File: src/rtl/eth_gmii_rx_if.sv
// Signal bundle between the GMII receive front end and its PCS / FIFO neighbours.
// master = the receive block, slave = the surrounding PCS, FIFOs and statistics.
interface eth_gmii_rx_if;
  logic [7:0]  gmii_rxd;
  logic        gmii_rx_dv;
  logic        gmii_rx_er;
  logic        sgmii_clk_en;
  logic        data_fifo_wr;
  logic [8:0]  data_fifo_din;
  logic        data_fifo_afull;
  logic        data_fifo_full;
  logic        cmd_fifo_wr;
  logic [71:0] cmd_fifo_din;
  logic        cmd_fifo_full;
  logic        stat_good;
  logic        stat_bad;
  logic        stat_drop;

  modport master (
    input  gmii_rxd, gmii_rx_dv, gmii_rx_er, sgmii_clk_en,
    input  data_fifo_afull, data_fifo_full, cmd_fifo_full,
    output data_fifo_wr, data_fifo_din, cmd_fifo_wr, cmd_fifo_din,
    output stat_good, stat_bad, stat_drop
  );

  modport slave (
    output gmii_rxd, gmii_rx_dv, gmii_rx_er, sgmii_clk_en,
    output data_fifo_afull, data_fifo_full, cmd_fifo_full,
    input  data_fifo_wr, data_fifo_din, cmd_fifo_wr, cmd_fifo_din,
    input  stat_good, stat_bad, stat_drop
  );
endinterface

File: src/rtl/eth_gmii_rx.sv
// GMII receive front end: strips preamble/SFD, checks and strips the FCS, stores the
// frame bytes in the data FIFO and writes one 72-bit descriptor per stored frame.
//
// state   | meaning
// RX_IDLE | waiting for preamble or SFD
// RX_PRE  | inside preamble
// RX_DATA | frame body, bytes pass through a 5-byte delay line that hides the FCS
// RX_CMD  | final byte written, descriptor goes out on the next clk
// RX_DROP | frame rejected, waiting for the end of carrier
module eth_gmii_rx #(
  parameter int MAX_LEN = 1514,
  parameter int MIN_LEN = 60
) (
  input logic           clk,
  input logic           reset,
  eth_gmii_rx_if.master bus
);

  localparam logic [2:0] RX_IDLE = 3'd0;
  localparam logic [2:0] RX_PRE  = 3'd1;
  localparam logic [2:0] RX_DATA = 3'd2;
  localparam logic [2:0] RX_CMD  = 3'd3;
  localparam logic [2:0] RX_DROP = 3'd4;

  localparam logic [13:0] LEN_CAP = 14'(MAX_LEN - 1);
  localparam logic [13:0] LEN_MIN = 14'(MIN_LEN);
  localparam logic [31:0] CRC_RESIDUE = 32'hDEBB20E3;

  function automatic logic [31:0] crc_byte(input logic [31:0] c, input logic [7:0] d);
    logic [31:0] r;
    r = c ^ {24'd0, d};
    for (int i = 0; i < 8; i++) begin
      r = r[0] ? ((r >> 1) ^ 32'hEDB88320) : (r >> 1);
    end
    return r;
  endfunction

  logic [7:0]  rxd_q;
  logic        dv_q, er_q, en_q;
  logic [2:0]  state_q, state_d;
  logic [39:0] dly_q, dly_d;
  logic [2:0]  held_q, held_d;
  logic [13:0] len_q, len_d;
  logic [31:0] crc_q, crc_d;
  logic        crc_err_q, crc_err_d;
  logic        len_err_q, len_err_d;
  logic        ovf_q, ovf_d;
  logic [15:0] seq_q, seq_d;
  logic        data_wr_q, data_wr_d;
  logic [8:0]  data_din_q, data_din_d;
  logic        cmd_wr_q, cmd_wr_d;
  logic [71:0] cmd_din_q, cmd_din_d;
  logic        good_q, good_d;
  logic        bad_q, bad_d;
  logic        drop_q, drop_d;
  logic        sfd;

  always_ff @(posedge clk or posedge reset) begin
    if (reset) begin
      rxd_q <= 8'd0;
      dv_q  <= 1'b0;
      er_q  <= 1'b0;
      en_q  <= 1'b0;
    end else begin
      rxd_q <= bus.gmii_rxd;
      dv_q  <= bus.gmii_rx_dv;
      er_q  <= bus.gmii_rx_er;
      en_q  <= bus.sgmii_clk_en;
    end
  end

  always_comb begin
    state_d    = state_q;
    dly_d      = dly_q;
    held_d     = held_q;
    len_d      = len_q;
    crc_d      = crc_q;
    crc_err_d  = crc_err_q;
    len_err_d  = len_err_q;
    ovf_d      = ovf_q;
    seq_d      = seq_q;
    data_wr_d  = 1'b0;
    data_din_d = data_din_q;
    cmd_wr_d   = 1'b0;
    cmd_din_d  = cmd_din_q;
    good_d     = 1'b0;
    bad_d      = 1'b0;
    drop_d     = 1'b0;
    sfd        = 1'b0;

    if (en_q) begin
      case (state_q)
        RX_IDLE: begin
          if (dv_q && rxd_q == 8'h55) state_d = RX_PRE;
          else if (dv_q && rxd_q == 8'hD5) sfd = 1'b1;
        end
        RX_PRE: begin
          if (!dv_q) state_d = RX_IDLE;
          else if (rxd_q == 8'hD5) sfd = 1'b1;
          else if (rxd_q != 8'h55) begin
            state_d = RX_DROP;
            drop_d  = 1'b1;
          end
        end
        RX_DATA: begin
          if (dv_q) begin
            crc_d = crc_byte(crc_q, rxd_q);
            dly_d = {dly_q[31:0], rxd_q};
            if (er_q) len_err_d = 1'b1;
            if (held_q == 3'd5) begin
              // the last stored slot is reserved for the end-of-frame write
              if (len_q == LEN_CAP) len_err_d = 1'b1;
              else begin
                len_d = len_q + 14'd1;
                if (bus.data_fifo_full) ovf_d = 1'b1;
                else begin
                  data_wr_d  = 1'b1;
                  data_din_d = {1'b0, dly_q[39:32]};
                end
              end
            end else begin
              held_d = held_q + 3'd1;
            end
          end else if (held_q != 3'd5) begin
            state_d = RX_IDLE;
            drop_d  = 1'b1;
          end else begin
            len_d     = len_q + 14'd1;
            crc_err_d = (crc_q != CRC_RESIDUE);
            if (len_q + 14'd1 < LEN_MIN) len_err_d = 1'b1;
            if (bus.data_fifo_full) ovf_d = 1'b1;
            else begin
              data_wr_d  = 1'b1;
              data_din_d = {1'b1, dly_q[39:32]};
            end
            state_d = RX_CMD;
          end
        end
        RX_DROP: begin
          if (!dv_q) state_d = RX_IDLE;
        end
        default: ;
      endcase
    end

    if (sfd) begin
      if (bus.cmd_fifo_full || bus.data_fifo_afull) begin
        state_d = RX_DROP;
        drop_d  = 1'b1;
      end else begin
        state_d   = RX_DATA;
        crc_d     = 32'hFFFFFFFF;
        held_d    = 3'd0;
        len_d     = 14'd0;
        crc_err_d = 1'b0;
        len_err_d = 1'b0;
        ovf_d     = 1'b0;
      end
    end

    // descriptor leaves one clk after the final data write, independent of the strobe
    if (state_q == RX_CMD) begin
      cmd_wr_d         = 1'b1;
      cmd_din_d        = 72'd0;
      cmd_din_d[13:0]  = len_q;
      cmd_din_d[31:16] = seq_q;
      cmd_din_d[52]    = crc_err_q;
      cmd_din_d[53]    = len_err_q;
      cmd_din_d[54]    = ovf_q;
      good_d           = !(crc_err_q || len_err_q || ovf_q);
      bad_d            = crc_err_q || len_err_q || ovf_q;
      seq_d            = seq_q + 16'd1;
      state_d          = RX_IDLE;
    end
  end

  always_ff @(posedge clk or posedge reset) begin
    if (reset) begin
      state_q    <= RX_IDLE;
      dly_q      <= 40'd0;
      held_q     <= 3'd0;
      len_q      <= 14'd0;
      crc_q      <= 32'hFFFFFFFF;
      crc_err_q  <= 1'b0;
      len_err_q  <= 1'b0;
      ovf_q      <= 1'b0;
      seq_q      <= 16'd0;
      data_wr_q  <= 1'b0;
      data_din_q <= 9'd0;
      cmd_wr_q   <= 1'b0;
      cmd_din_q  <= 72'd0;
      good_q     <= 1'b0;
      bad_q      <= 1'b0;
      drop_q     <= 1'b0;
    end else begin
      state_q    <= state_d;
      dly_q      <= dly_d;
      held_q     <= held_d;
      len_q      <= len_d;
      crc_q      <= crc_d;
      crc_err_q  <= crc_err_d;
      len_err_q  <= len_err_d;
      ovf_q      <= ovf_d;
      seq_q      <= seq_d;
      data_wr_q  <= data_wr_d;
      data_din_q <= data_din_d;
      cmd_wr_q   <= cmd_wr_d;
      cmd_din_q  <= cmd_din_d;
      good_q     <= good_d;
      bad_q      <= bad_d;
      drop_q     <= drop_d;
    end
  end

  assign bus.data_fifo_wr  = data_wr_q;
  assign bus.data_fifo_din = data_din_q;
  assign bus.cmd_fifo_wr   = cmd_wr_q;
  assign bus.cmd_fifo_din  = cmd_din_q;
  assign bus.stat_good     = good_q;
  assign bus.stat_bad      = bad_q;
  assign bus.stat_drop     = drop_q;

endmodule

File: src/flat_wrapper.sv
// flat-port wrapper written by rule: the top's interface ports become plain ports
module eth_gmii_rx_flat 
#(
  parameter int MAX_LEN = 1514,
  parameter int MIN_LEN = 60
)
  (clk, reset, bus_gmii_rxd, bus_gmii_rx_dv, bus_gmii_rx_er, bus_sgmii_clk_en, bus_data_fifo_afull, bus_data_fifo_full, bus_cmd_fifo_full, bus_data_fifo_wr, bus_data_fifo_din, bus_cmd_fifo_wr, bus_cmd_fifo_din, bus_stat_good, bus_stat_bad, bus_stat_drop);
  eth_gmii_rx_if bus_i ();
  input logic clk;
  input logic reset;
  input wire logic [$bits(bus_i.gmii_rxd)-1:0] bus_gmii_rxd;
  input wire logic [$bits(bus_i.gmii_rx_dv)-1:0] bus_gmii_rx_dv;
  input wire logic [$bits(bus_i.gmii_rx_er)-1:0] bus_gmii_rx_er;
  input wire logic [$bits(bus_i.sgmii_clk_en)-1:0] bus_sgmii_clk_en;
  input wire logic [$bits(bus_i.data_fifo_afull)-1:0] bus_data_fifo_afull;
  input wire logic [$bits(bus_i.data_fifo_full)-1:0] bus_data_fifo_full;
  input wire logic [$bits(bus_i.cmd_fifo_full)-1:0] bus_cmd_fifo_full;
  output wire logic [$bits(bus_i.data_fifo_wr)-1:0] bus_data_fifo_wr;
  output wire logic [$bits(bus_i.data_fifo_din)-1:0] bus_data_fifo_din;
  output wire logic [$bits(bus_i.cmd_fifo_wr)-1:0] bus_cmd_fifo_wr;
  output wire logic [$bits(bus_i.cmd_fifo_din)-1:0] bus_cmd_fifo_din;
  output wire logic [$bits(bus_i.stat_good)-1:0] bus_stat_good;
  output wire logic [$bits(bus_i.stat_bad)-1:0] bus_stat_bad;
  output wire logic [$bits(bus_i.stat_drop)-1:0] bus_stat_drop;
  assign bus_i.gmii_rxd = bus_gmii_rxd;
  assign bus_i.gmii_rx_dv = bus_gmii_rx_dv;
  assign bus_i.gmii_rx_er = bus_gmii_rx_er;
  assign bus_i.sgmii_clk_en = bus_sgmii_clk_en;
  assign bus_i.data_fifo_afull = bus_data_fifo_afull;
  assign bus_i.data_fifo_full = bus_data_fifo_full;
  assign bus_i.cmd_fifo_full = bus_cmd_fifo_full;
  assign bus_data_fifo_wr = bus_i.data_fifo_wr;
  assign bus_data_fifo_din = bus_i.data_fifo_din;
  assign bus_cmd_fifo_wr = bus_i.cmd_fifo_wr;
  assign bus_cmd_fifo_din = bus_i.cmd_fifo_din;
  assign bus_stat_good = bus_i.stat_good;
  assign bus_stat_bad = bus_i.stat_bad;
  assign bus_stat_drop = bus_i.stat_drop;
  eth_gmii_rx #(.MAX_LEN(MAX_LEN), .MIN_LEN(MIN_LEN)) u_core (.clk(clk), .reset(reset), .bus(bus_i));
endmodule
File: config.mk
export PLATFORM = sky130hd
export DESIGN_NAME = eth_gmii_rx_flat
export DESIGN_NICKNAME = d
export VERILOG_FILES = /design/src/rtl/eth_gmii_rx_if.sv /design/src/rtl/eth_gmii_rx.sv /design/src/flat_wrapper.sv
export SDC_FILE = /design/constraint.sdc
export NUM_CORES = 1
export LEC_CHECK = 0
export CAP_MARGIN = 0
export CORE_ASPECT_RATIO = 1.4
export CORE_MARGIN = 5
export CORE_UTILIZATION = 26
export DETAILED_ROUTE_END_ITERATION = 6
export GPL_ROUTABILITY_DRIVEN = 0
export PLACE_DENSITY = 0.55
export SLEW_MARGIN = 20
export SYNTH_ARGS = -nofsm -noshare
export SYNTH_HDL_FRONTEND = slang
export SYNTH_SLANG_ARGS = --single-unit
File: constraint.sdc
create_clock -name clk -period 5.44 [get_ports clk]
set_clock_uncertainty 0.15 [all_clocks]
set_input_delay 0.544 -clock clk [delete_from_list [all_inputs] [get_ports clk]]
set_output_delay 0.544 -clock clk [all_outputs]
set_load 0.05 [all_outputs]
==> impl_results.md <==
* Yosys warnings at 0
* Worst-Margin Slew at 896 ps
* Critical Path RT at 5600 ps
* PD cells at between 200 and 300 nW/um^2
* Achievable Freq at about 0.31 GHz
* Synthesis-stage register bit count at between 150 and 200
* Iter 0 DRT Violations at 306
* PostCTS Resize Cnt at 0
* Vias in the first global route at 5511
* Clk network pwr share at 0.433
* RSZ-0062 raised after global routing: no
* Drt pass-1 iters at 4
* Via count at 5568
* Clock Path Buffers at 2
* Final setup violation count at 0
* Fill cell count at 3252
* Post-Synthesis Cell Area at 8210 sq um
* FF-to-FF path depth at 7
* Final setup TNS at 0 ps
* Class of the worst hold path: reg2reg
* CTS tree: done
* Initial antenna violation count at 0
* Hold_ws at around 320 ps
* Worst R2R End: u_core.seq_q[15]$_DFFE_PP0P_
* Root buffer cell: clkbuf_16
* Fin area at 9640 sq um
* H-tree Lvls at 4
* I/O pin cnt at 102
* Clock Sinks at 169
* Post-DP HPWL at 12600 microns
* Starting Density at 0.261
* Diodes inserted at 0
* Arrival @ worst endpoint at 3360 ps
* Setup crit start kind: register
* Global-route wire length before repair at 29600 microns
* Row count at 77
* FF-to-FF Start: u_core.state_q[2]$_DFFE_PP0P_
* Crit path kind: reg2reg
* # Max-Cap Violations at 0
* Final Core Density at 0.307
* Vias per std cell at 4.35
* Largest net degree at the start of global routing at 90
* Flop pwr share at 0.479
* Buffers on Ports at 62
* Avg Cell Area, Syn at 9.93 sq um
* Worst VDD drop at about 160 uV
* # nets final at approximately 890
* Die area at 35300 sq um
* Cts hold-fix bufs at 0
* Layout cells sized above 1 at 0.108
* GR Overflow Total at 0
* Die X at around 160 microns
* Post-Synthesis Cells at between 800 and 900
* P_int at 2010 uW
* Leak at approximately 0.0045 uW
* Fin. Hold Viols at 0
* Status: completed
* Area of the core at between 30000 and 40000 sq um
* Async SR Flop Fraction at 1.00
* Post-synth top flop: dfrtp_1
* Hold Path Stages at 2
* Register-to-register setup slack at ~2200 ps
* Total track usage at 0.104
* Switching Share at 0.254
* CTS Buf Count at 17
* Combinational Power Share at 0.088
* Commonest cells after routing, fill and taps aside: 266 x nand2_1, 137 x dfrtp_1, 65 x xnor2_1
* Min-delay src: u_core.dly_q[17]$_DFFE_PP0P_
* Max Transition Viols Final at 0
* Synth cell types at 59
* DRC at 0
* Area grow syn2layout at 17.4%
* Placed insts at 1249
* Sequential fraction of the synthesis area at 0.520
* Wirelength, routed at 17800 microns
* Slew headroom at 0.402
* Routed wire per std cell at between 10 and 15 microns
* Most common cell after layout, fill and taps aside: nand2_1
* Hold path endpoint: u_core.dly_q[25]$_DFFE_PP0P_
* Final ANT Viol Nets at 0
* Cell Count, Final, Fillers Out at 1280
* Sw power at 684 uW
* Post-synth EDFFs at 0
* Tmin final at roughly 3200 ps
* Crit path max fanout at 43
* Tcrit/Tclk final at 0.588
* Chip height at around 220 microns
* Post-placement cell area at 9070 sq um
* Clk pin slew, worst setup/hold paths at 70 ps
* Worst-Skew Late Latency at 420 ps
* Post-CTS Setup Bufs at 0
* Worst setup EP type: register
## cell families (layout without fill, tap and decap cells)
group / Yosys count / in the layout / share of synthesized area
AO/OA/AOI/OAI: 78 / 78 / 0.0706
XOR/XNOR: 100 / 100 / 0.131
adder cells (fa/ha/maj): 5 / 5 / 0.00762
buffers and inverters: 90 / 110 / 0.0608
flip-flops: 169 / 169 / 0.520
multiplexers: 9 / 9 / 0.0122
other: 1 / 39 / 0.000457
AND/OR/NAND/NOR: 375 / 375 / 0.198
## per-stage QoR
step                worst slack (ps)  total power [uW]
floorplan                        224              1520
global placement                2180              1550
detailed placement              2140              1550
CTS                             2080              2740
global route                    1860              2810
finish                          2240              2690
## worst max-delay path: stages, from the launching register on
cell,delay [ps]
dfrtp_1,470
inv_1,160
nand3_2,670
inv_2,790
nand3_1,150
nor2_1,370
nand4_1,180
xnor2_1,160
## how the worst max path moves through the flow
stage,slack (ps),from,depth (start not counted),to
after floorplan,220,reset,1,u_core.bus.cmd_fifo_din[0]$_DFFE_PP0P_
after global placement,2180,u_core.state_q[2]$_DFFE_PP0P_,7,u_core.seq_q[15]$_DFFE_PP0P_
after detailed placement,2140,u_core.state_q[2]$_DFFE_PP0P_,7,u_core.seq_q[15]$_DFFE_PP0P_
after CTS,2080,u_core.state_q[2]$_DFFE_PP0P_,7,u_core.seq_q[15]$_DFFE_PP0P_
after global routing,1860,u_core.state_q[2]$_DFFE_PP0P_,7,u_core.seq_q[15]$_DFFE_PP0P_
final,2240,u_core.state_q[2]$_DFFE_PP0P_,7,u_core.seq_q[15]$_DFFE_PP0P_
## sequential cells by signal (all words and copies together), names as in the netlist, 8 cells and up
register and count:
u_core.dly_q 40, u_core.seq_q 16, u_core.crc_q 32, u_core.bus.cmd_fifo_din 33, u_core.bus.data_fifo_din 9, u_core.len_q 14, u_core.rxd_q 8
## cell type report
class | count | area [sq um] | share of cell area
multi-input combinational | 606 | 3600 | 0.373
clock buffer | 20 | 457 | 0.0474
inverter | 11 | 46.3 | 0.00480
clock inverter | 11 | 113 | 0.0117
sequential | 169 | 4270 | 0.443
tap | 395 | 494 | 0.0513
timing repair buffer | 68 | 666 | 0.0690
## synthesized netlist by cell type, types with 8 or more instances
cell type | instances | area, sq um
buf_2 | 9 | 45.0
xor2_1 | 21 | 184
nand2_1 | 267 | 1000
mux2_1 | 8 | 90.1
clkbuf_1 | 23 | 86.3
nand3_1 | 21 | 105
dfrtp_1 | 137 | 3430
dfstp_2 | 32 | 841
xnor2_1 | 65 | 569
o211ai_1 | 25 | 188
nor3_1 | 8 | 40.0
buf_4 | 40 | 300
o21ai_0 | 16 | 80.1
inv_1 | 10 | 37.5
nor2_1 | 31 | 116
nand4_1 | 9 | 56.3
## power groups by stage
stage               Sequential, uW  Clock, uW  Combinational, uW
global placement              1310          0                238
finish                        1290       1160                237
CTS                           1290       1210                240
floorplan                     1300          0                221
detailed placement            1310          0                239
global route                  1290       1260                259
## metal layers
metal  GRT usage  share of wire  up-vias
met5           0              0        -
met4      0.0347          0.013        0
met3      0.0248          0.038       16
met2       0.179           0.52      108
met1       0.128           0.43     2705
li1            -              -     2739
No activity file was read; power rests on OpenSTA's default activity.
